File: config.mk
export PLATFORM = sky130hd
export DESIGN_NAME = adder_byte_sequencer_flat
export DESIGN_NICKNAME = d
export VERILOG_FILES = /design/src/rtl/adder_byte_sequencer_if.sv /design/src/rtl/adder_byte_sequencer.sv /design/src/flat_wrapper.sv
export SDC_FILE = /design/constraint.sdc
export NUM_CORES = 1
export LEC_CHECK = 0
export ABC_CLOCK_PERIOD_IN_PS = 2050
export CELL_PAD_IN_SITES_DETAIL_PLACEMENT = 2
export CELL_PAD_IN_SITES_GLOBAL_PLACEMENT = 2
export CORE_MARGIN = 2
export CORE_UTILIZATION = 28
export DETAILED_ROUTE_END_ITERATION = 8
export GPL_TIMING_DRIVEN = 0
export PLACE_DENSITY_LB_ADDON = 0.1
export SETUP_SLACK_MARGIN = 0.05
export SYNTH_ARGS = -nofsm -noshare
export SYNTH_HDL_FRONTEND = slang
export SYNTH_SLANG_ARGS = --single-unit
File: constraint.sdc
create_clock -name clk -period 2.05 [get_ports clk]
set_clock_uncertainty 0.1 [all_clocks]
set_input_delay 0.41 -clock clk [delete_from_list [all_inputs] [get_ports clk]]
set_output_delay 0.41 -clock clk [all_outputs]
set_load 0.01 [all_outputs]
File: src/rtl/adder_byte_sequencer_if.sv
// Bundles the sequencer's operand request, adder-core and result handshakes.
// Both request and result use valid/ready: a transfer happens on a rising edge
// where valid and ready are both 1; payload must be stable while valid waits.
interface adder_byte_sequencer_if #(
  parameter int NBYTES = 4
);
  localparam int W = 8 * NBYTES;

  logic         in_valid;
  logic         in_ready;
  logic [W-1:0] in_a;
  logic [W-1:0] in_b;
  logic         in_cin;

  logic [7:0]   add_a;
  logic [7:0]   add_b;
  logic         add_cin;
  logic [7:0]   add_sum;
  logic         add_cout;

  logic         out_valid;
  logic         out_ready;
  logic [W-1:0] out_sum;
  logic         out_cout;
  logic         out_ovf;

  // Environment side: operand producer, adder core and result consumer.
  modport master (
    output in_valid, in_a, in_b, in_cin, add_sum, add_cout, out_ready,
    input  in_ready, add_a, add_b, add_cin, out_valid, out_sum, out_cout, out_ovf
  );

  // Sequencer side.
  modport slave (
    input  in_valid, in_a, in_b, in_cin, add_sum, add_cout, out_ready,
    output in_ready, add_a, add_b, add_cin, out_valid, out_sum, out_cout, out_ovf
  );
endinterface

File: src/rtl/adder_byte_sequencer.sv
// Wide add built from one external 8-bit adder: operands are fed LSB byte first,
// the carry is chained through a register, and the sum is collected byte by byte.
module adder_byte_sequencer #(
  parameter int NBYTES = 4
) (
  input  logic                  clk,
  input  logic                  rst_n,
  adder_byte_sequencer_if.slave bus,
  output logic [1:0]            dbg_state
);
  localparam int IDXW = (NBYTES > 1) ? $clog2(NBYTES) : 1;
  localparam logic [IDXW-1:0] LAST_IDX = IDXW'(NBYTES - 1);

  typedef enum logic [1:0] {
    IDLE = 2'd0,
    RUN  = 2'd1,
    DONE = 2'd2
  } state_e;

  state_e                   state_q, state_d;
  logic [NBYTES-1:0][7:0]   a_q, a_d;
  logic [NBYTES-1:0][7:0]   b_q, b_d;
  logic [NBYTES-1:0][7:0]   sum_q, sum_d;
  logic                     carry_q, carry_d;
  logic [IDXW-1:0]          idx_q, idx_d;
  logic                     cout_q, cout_d;
  logic                     ovf_q, ovf_d;

  logic                     in_ready_w;
  logic                     accept_w;
  logic [7:0]               add_a_w;
  logic [7:0]               add_b_w;
  logic                     add_cin_w;

  // in_ready is gated by rst_n so nothing is accepted while reset is held.
  assign in_ready_w = rst_n && (state_q == IDLE);
  assign accept_w   = bus.in_valid && in_ready_w;

  always_comb begin
    state_d   = state_q;
    a_d       = a_q;
    b_d       = b_q;
    sum_d     = sum_q;
    carry_d   = carry_q;
    idx_d     = idx_q;
    cout_d    = cout_q;
    ovf_d     = ovf_q;
    add_a_w   = 8'h00;
    add_b_w   = 8'h00;
    add_cin_w = 1'b0;

    unique case (state_q)
      IDLE: begin
        if (accept_w) begin
          a_d     = bus.in_a;
          b_d     = bus.in_b;
          carry_d = bus.in_cin;
          idx_d   = '0;
          state_d = RUN;
        end
      end
      RUN: begin
        add_a_w        = a_q[idx_q];
        add_b_w        = b_q[idx_q];
        add_cin_w      = carry_q;
        sum_d[idx_q]   = bus.add_sum;
        carry_d        = bus.add_cout;
        if (idx_q == LAST_IDX) begin
          // Signed overflow: like-signed operands producing an opposite-signed MSB.
          cout_d  = bus.add_cout;
          ovf_d   = (a_q[NBYTES-1][7] == b_q[NBYTES-1][7]) &&
                    (bus.add_sum[7] != a_q[NBYTES-1][7]);
          state_d = DONE;
        end else begin
          idx_d = idx_q + 1'b1;
        end
      end
      DONE: begin
        if (bus.out_ready) begin
          state_d = IDLE;
        end
      end
      default: state_d = IDLE;
    endcase
  end

  always_ff @(posedge clk) begin
    if (!rst_n) begin
      state_q <= IDLE;
      a_q     <= '0;
      b_q     <= '0;
      sum_q   <= '0;
      carry_q <= 1'b0;
      idx_q   <= '0;
      cout_q  <= 1'b0;
      ovf_q   <= 1'b0;
    end else begin
      state_q <= state_d;
      a_q     <= a_d;
      b_q     <= b_d;
      sum_q   <= sum_d;
      carry_q <= carry_d;
      idx_q   <= idx_d;
      cout_q  <= cout_d;
      ovf_q   <= ovf_d;
    end
  end

  assign bus.in_ready  = in_ready_w;
  assign bus.add_a     = add_a_w;
  assign bus.add_b     = add_b_w;
  assign bus.add_cin   = add_cin_w;
  assign bus.out_valid = (state_q == DONE);
  assign bus.out_sum   = sum_q;
  assign bus.out_cout  = cout_q;
  assign bus.out_ovf   = ovf_q;
  assign dbg_state     = state_q;
endmodule

File: src/flat_wrapper.sv
// flat-port wrapper written by rule: the top's interface ports become plain ports
module adder_byte_sequencer_flat 
#(
  parameter int NBYTES = 4
)
  (clk, rst_n, dbg_state, bus_in_valid, bus_in_a, bus_in_b, bus_in_cin, bus_add_sum, bus_add_cout, bus_out_ready, bus_in_ready, bus_add_a, bus_add_b, bus_add_cin, bus_out_valid, bus_out_sum, bus_out_cout, bus_out_ovf);
  adder_byte_sequencer_if #(.NBYTES(NBYTES)) bus_i ();
  input  logic clk;
  input  logic rst_n;
  output logic [1:0] dbg_state;
  input wire logic [$bits(bus_i.in_valid)-1:0] bus_in_valid;
  input wire logic [$bits(bus_i.in_a)-1:0] bus_in_a;
  input wire logic [$bits(bus_i.in_b)-1:0] bus_in_b;
  input wire logic [$bits(bus_i.in_cin)-1:0] bus_in_cin;
  input wire logic [$bits(bus_i.add_sum)-1:0] bus_add_sum;
  input wire logic [$bits(bus_i.add_cout)-1:0] bus_add_cout;
  input wire logic [$bits(bus_i.out_ready)-1:0] bus_out_ready;
  output wire logic [$bits(bus_i.in_ready)-1:0] bus_in_ready;
  output wire logic [$bits(bus_i.add_a)-1:0] bus_add_a;
  output wire logic [$bits(bus_i.add_b)-1:0] bus_add_b;
  output wire logic [$bits(bus_i.add_cin)-1:0] bus_add_cin;
  output wire logic [$bits(bus_i.out_valid)-1:0] bus_out_valid;
  output wire logic [$bits(bus_i.out_sum)-1:0] bus_out_sum;
  output wire logic [$bits(bus_i.out_cout)-1:0] bus_out_cout;
  output wire logic [$bits(bus_i.out_ovf)-1:0] bus_out_ovf;
  assign bus_i.in_valid = bus_in_valid;
  assign bus_i.in_a = bus_in_a;
  assign bus_i.in_b = bus_in_b;
  assign bus_i.in_cin = bus_in_cin;
  assign bus_i.add_sum = bus_add_sum;
  assign bus_i.add_cout = bus_add_cout;
  assign bus_i.out_ready = bus_out_ready;
  assign bus_in_ready = bus_i.in_ready;
  assign bus_add_a = bus_i.add_a;
  assign bus_add_b = bus_i.add_b;
  assign bus_add_cin = bus_i.add_cin;
  assign bus_out_valid = bus_i.out_valid;
  assign bus_out_sum = bus_i.out_sum;
  assign bus_out_cout = bus_i.out_cout;
  assign bus_out_ovf = bus_i.out_ovf;
  adder_byte_sequencer #(.NBYTES(NBYTES)) u_core (.clk(clk), .rst_n(rst_n), .bus(bus_i), .dbg_state(dbg_state));
endmodule
Word level (Yosys, flattened, before mapping)
Cells that the tools add are included.
{"block": "totals", "inputBits": 78, "elab_cells": 59, "regBits": 103}
{"block": "op_classes", "n_eq_ne": 9, "n_addsub": 1, "order_cmp": 2, "muxes": 19, "n_reduce_logical": 11}
{"cell": "8-bit two-way mux", "count": 5}
{"cell": "8-bit binary-select mux with 2-bit select", "count": 2}
{"cell": "32-bit bitwise mux", "count": 1}
{"cell": "8-bit demux with 2-bit select", "count": 1}
{"cell": "2-bit two-way mux", "count": 5}
{"cell": "2-bit one-hot mux with 3 select lines", "count": 1}
{"cell": "2-bit AND reduction", "count": 3}
{"cell": "3-bit AND reduction", "count": 2}
{"cell": "2-bit equality test (second input constant)", "count": 2}
{"cell": "1-bit logical AND", "count": 4}
{"cell": "2-bit by 1-bit inequality test with 1-bit output (second input constant)", "count": 2}
{"cell": "2-bit inequality test (second input constant)", "count": 2}
{"cell": "2-bit one-hot mux with 2 select lines", "count": 1}
{"cell": "2-bit by 3-bit < comparator with 1-bit output (second input constant)", "count": 1}
{"cell": "2-bit by 1-bit adder with 2-bit output (second input constant)", "count": 1}
{"cell": "2-bit by 1-bit equality test with 1-bit output (second input constant)", "count": 1}
{"cell": "2-bit by 1-bit greater-or-equal comparator with 1-bit output (second input constant)", "count": 1}
{"cell": "2-bit logical NOT", "count": 1}
{"cell": "1-bit two-way mux", "count": 2}
{"cell": "1-bit one-hot mux with 2 select lines", "count": 1}
{"cell": "2-bit nonzero test", "count": 1}
{"cell": "1-bit equality test", "count": 1}
{"cell": "1-bit inequality test", "count": 1}

Logic depth before layout (Yosys ltp)
{"block": "depth", "ltp_word": 5, "mapped_depth": 8, "depth_no_buf": 5}

Worst setup path after synthesis
Ideal clock, no wire load.
{"block": "synth_timing", "path_type": "reg2out", "from": "reg u_core.idx_q[0]", "to": "out bus_add_b[0]", "n_path_buf": 2, "t_arrival_ns": 1.329, "stages_incl_launch_ff": 5, "setup_slack_ns": 0.211, "required_ns": 1.540, "cell_sequence": "dfxtp_1 buf_6 buf_6 mux4_2 nor2b_1"}
{"block": "synth_via", "elab_chain_len": 3}
{"element": "start, declared", "line": "adder_byte_sequencer.sv:25", "source": "logic [IDXW-1:0] idx_q, idx_d;"}
{"element": "start signal, assigned", "line": "adder_byte_sequencer.sv:103", "source": "idx_q <= idx_d;"}
{"element": "8-bit binary-select mux with 2-bit select", "line": "adder_byte_sequencer.sv:64", "source": "add_b_w = b_q[idx_q];"}
{"element": "8-bit two-way mux (implied by the code)", "line": "adder_byte_sequencer.sv:64"}
{"element": "8-bit two-way mux", "line": "adder_byte_sequencer.sv:52", "source": "unique case (state_q)"}
{"element": "end, declared", "line": "flat_wrapper.sv:20", "source": "output wire logic [$bits(bus_i.add_b)-1:0] bus_add_b;"}
No other way between the ends. The select of a mux whose other input is x is not followed.

Worst setup path in the final report
{"block": "layout_timing", "from": "reg u_core.idx_q[0]", "to": "out bus_add_b[1]"}
The elaborated chain is that of the path after synthesis.

==> flow_metrics.env <==
export IMPL_ys_types=26
export IMPL_total_power_uw=4430
export IMPL_synth_area_um2=4510
export IMPL_yosysTopAreaCellShare_pct=45.7
export IMPL_place_gp_congestion=0.699
export IMPL_synth_area_leader_cell="dfxtp_1"
export IMPL_period_needed_ns=2.22
export IMPL_antenna_found_initial=0
export IMPL_ir_drop_mv=0.356
export IMPL_final_nets=711
export IMPL_synth_async_reset_ratio_pct=0
export IMPL_startpoint_type="flip-flop"
export IMPL_numCtsBuffers=9
export IMPL_grt_pass1_wl_um=23400
export IMPL_die_y_um=131
export IMPL_final_max_slew_viol_count=0
export IMPL_avgRoutedWirePerCell_um=18.0
export IMPL_drtAntennaViolNets=0
export IMPL_via_per_inst=4.57
export IMPL_fillCellCount=1697
export IMPL_hold_start="u_core.b_q[12]"
export IMPL_fin_crit_sh_pct=108
export IMPL_violations="negative setup slack"
export IMPL_cts_sinks=103
export IMPL_vias=3885
export IMPL_yosysSeqAreaShare_pct=45.7
export IMPL_grt_ovfl_total=0
export IMPL_syn2layout_area_growth_pct=46.4
export IMPL_synthFlopType="dfxtp_1"
export IMPL_fmax_mhz=450
export IMPL_antenna_cells=0
export IMPL_finalNonFillerCells=850
export IMPL_clock_path_buffers=2
export IMPL_die_area_um2=17100
export IMPL_rows=46
export IMPL_core_area_um2=15800
export IMPL_ios=133
export IMPL_grt_pass1_vias=4240
export IMPL_synth_edff_count=0
export IMPL_power_leakage_uw=0.00250
export IMPL_dpl_hpwl_um=11300
export IMPL_cts_tree="yes"
export IMPL_grt_max_degree=17
export IMPL_setup_viol=16
export IMPL_path_max_fanout=8
export IMPL_hold_ws_ns=0.357
export IMPL_initial_utilization_pct=28.5
export IMPL_grt_setup_unrepaired="true"
export IMPL_status="finished, violations left"
export IMPL_hp_class="flip-flop to flip-flop"
export IMPL_synthesis_nets=560
export IMPL_drive_gt1_share_pct=15.8
export IMPL_reg2reg_from="u_core.idx_q[1]"
export IMPL_setup_slack_ns=-0.170
export IMPL_dieWidth_um=131
export IMPL_pwr_density_cell_nw_per_um2=671
export IMPL_placement_io_buffers=131
export IMPL_crit_start="u_core.idx_q[0]"
export IMPL_synth_warnings=0
export IMPL_avgSynthCellArea_um2=9.43
export IMPL_path_class="flip-flop to primary output"
export IMPL_clockRootBuffer="clkbuf_16"
export IMPL_crit_required_ns=1.54
export IMPL_synth_area_top_cells="dfxtp_1 46%, nand2_1 12%, a21boi_1 12%, mux4_2 8.0%, nor2b_1 5.8%"
export IMPL_relSlewSlack_pct=62.2
export IMPL_clock_latency_ns=0.35
export IMPL_drc=0
export IMPL_drt_pass1_iter_count=4
export IMPL_h_tree_depth=3
export IMPL_maxCapViolCount=0
export IMPL_finalSetupTns_ns=-2.51
export IMPL_dpl_worst_slack_ns=-0.484
export IMPL_clkTransAtPathRegs_ns=0.07
export IMPL_crit_arrival_ns=1.71
export IMPL_hold_viol_final=0
export IMPL_hold_buffers=0
export IMPL_endpoint_kind="primary output"
export IMPL_routed_wirelength_um=15300
export IMPL_netlist_instances=478
export IMPL_dpl_cell_count=825
export IMPL_synth_seq_cells=103
export IMPL_worst_pin_slew_ns=0.567
export IMPL_drt_initial_drc_count=107
export IMPL_track_usage_pct=18.5
cell usage after synthesis (3+ instances only):
cell	instances
buf_6	5
nor2b_1	42
ha_1	4
a21boi_1	71
dfxtp_1	103
nand2_1	149
o21ai_1	3
nand3b_1	4
mux2i_1	25
buf_4	6
buf_2	11
nor2_1	5
clkbuf_1	15
inv_1	4
mux4_2	16
final timing paths:
kind                                               to  slack [ns]  cells past startpoint
worst min-delay path                   u_core.b_q[12]        0.36                      2
worst max register to register  u_core.bus.out_sum[0]        0.17                      9
worst min register to register         u_core.b_q[12]        0.36                      2
worst max-delay path                     bus_add_b[1]       -0.17                      5
layer usage:
metal  part of all wire (%)  vias to the layer above  global-route usage (%)
li1                       -                     1886                       -
met1                     46                     1908                    23.9
met2                     50                       77                    32.0
met3                    3.4                       14                    2.73
met4                    1.3                        0                    5.63
met5                      0                        -                       0
critical path: stages (launching register included):
cell	delay, ns
dfxtp_2	0.35
buf_8	0.12
buf_12	0.14
mux4_2	0.50
nor2b_4	0.14
buf_6	0.11
through the flow:
step / instance area [µm²] / util (%)
2_1_floorplan: 4510 / -
3_3_place_gp: 6090 / 38.5
3_5_place_dp: 6090 / 38.5
4_1_cts: 6520 / 41.2
5_1_grt: 6600 / 41.7
6_report: 6600 / 41.7
power breakdown:
group	total, µW	internal, µW	leakage [µW]	switching [µW]
Combinational	703	394	0.00152	309
Sequential	2120	2080	0.000840	42.1
Clock	1610	821	0.000136	785
timing repair:
action | in CTS | in global routing
resized for setup | 115 | 14
setup buffers | 8 | 0
gates cloned | 0 | 1
endpoints found under the setup margin | 37 | 21
registers in the layout, summed over array words and instances, names as in the netlist:
| signal | count |
|---|---|
| u_core.bus.out_cout | 1 |
| u_core.b_q | 32 |
| u_core.dbg_state | 2 |
| u_core.carry_q | 1 |
| u_core.a_q | 32 |
| u_core.bus.out_sum | 32 |
| u_core.bus.out_ovf | 1 |
| u_core.idx_q | 2 |
layout make-up:
class / instances / area, µm² / share of cell area, %
plain buffers: 37 / 277 / 4.19
clock buffers: 10 / 229 / 3.47
clock inverters: 6 / 37.5 / 0.569
inverters: 4 / 15.0 / 0.227
multi-input cells: 334 / 2320 / 35.1
flip-flops and latches: 103 / 2070 / 31.4
well taps: 216 / 270 / 4.09
repair buffers: 140 / 1390 / 21.0
cells by family after synthesis:
group	Yosys count	share of synthesized area, %
flip-flops	103	45.7
buffers and inverters	41	5.05
AO/OA/AOI/OAI	82	13.5
adder cells (fa/ha/maj)	4	1.11
AND/OR/NAND/NOR	207	21.1
multiplexers	41	13.5
layout by cell type, fill, tap and decap left out, types with 2 or more instances in the layout:
cell,instances
nand2_1,149
clkbuf_16,10
a21oi_1,2
nor2_1,4
clkdlybuf4s50_1,112
nand3b_1,4
clkbuf_4,2
buf_6,18
buf_8,2
buf_4,12
nor2b_1,31
o21ai_1,3
clkbuf_1,14
a21boi_1,71
dfxtp_1,99
buf_2,12
clkinv_2,4
dfxtp_2,3
nor2b_4,11
ha_1,4
buf_12,2
dlygate4sd2_1,2
inv_1,4
and3b_1,2
a21boi_0,2
clkinv_4,2
mux4_2,16
mux2i_1,25
(Power assumes the default switching activity.)
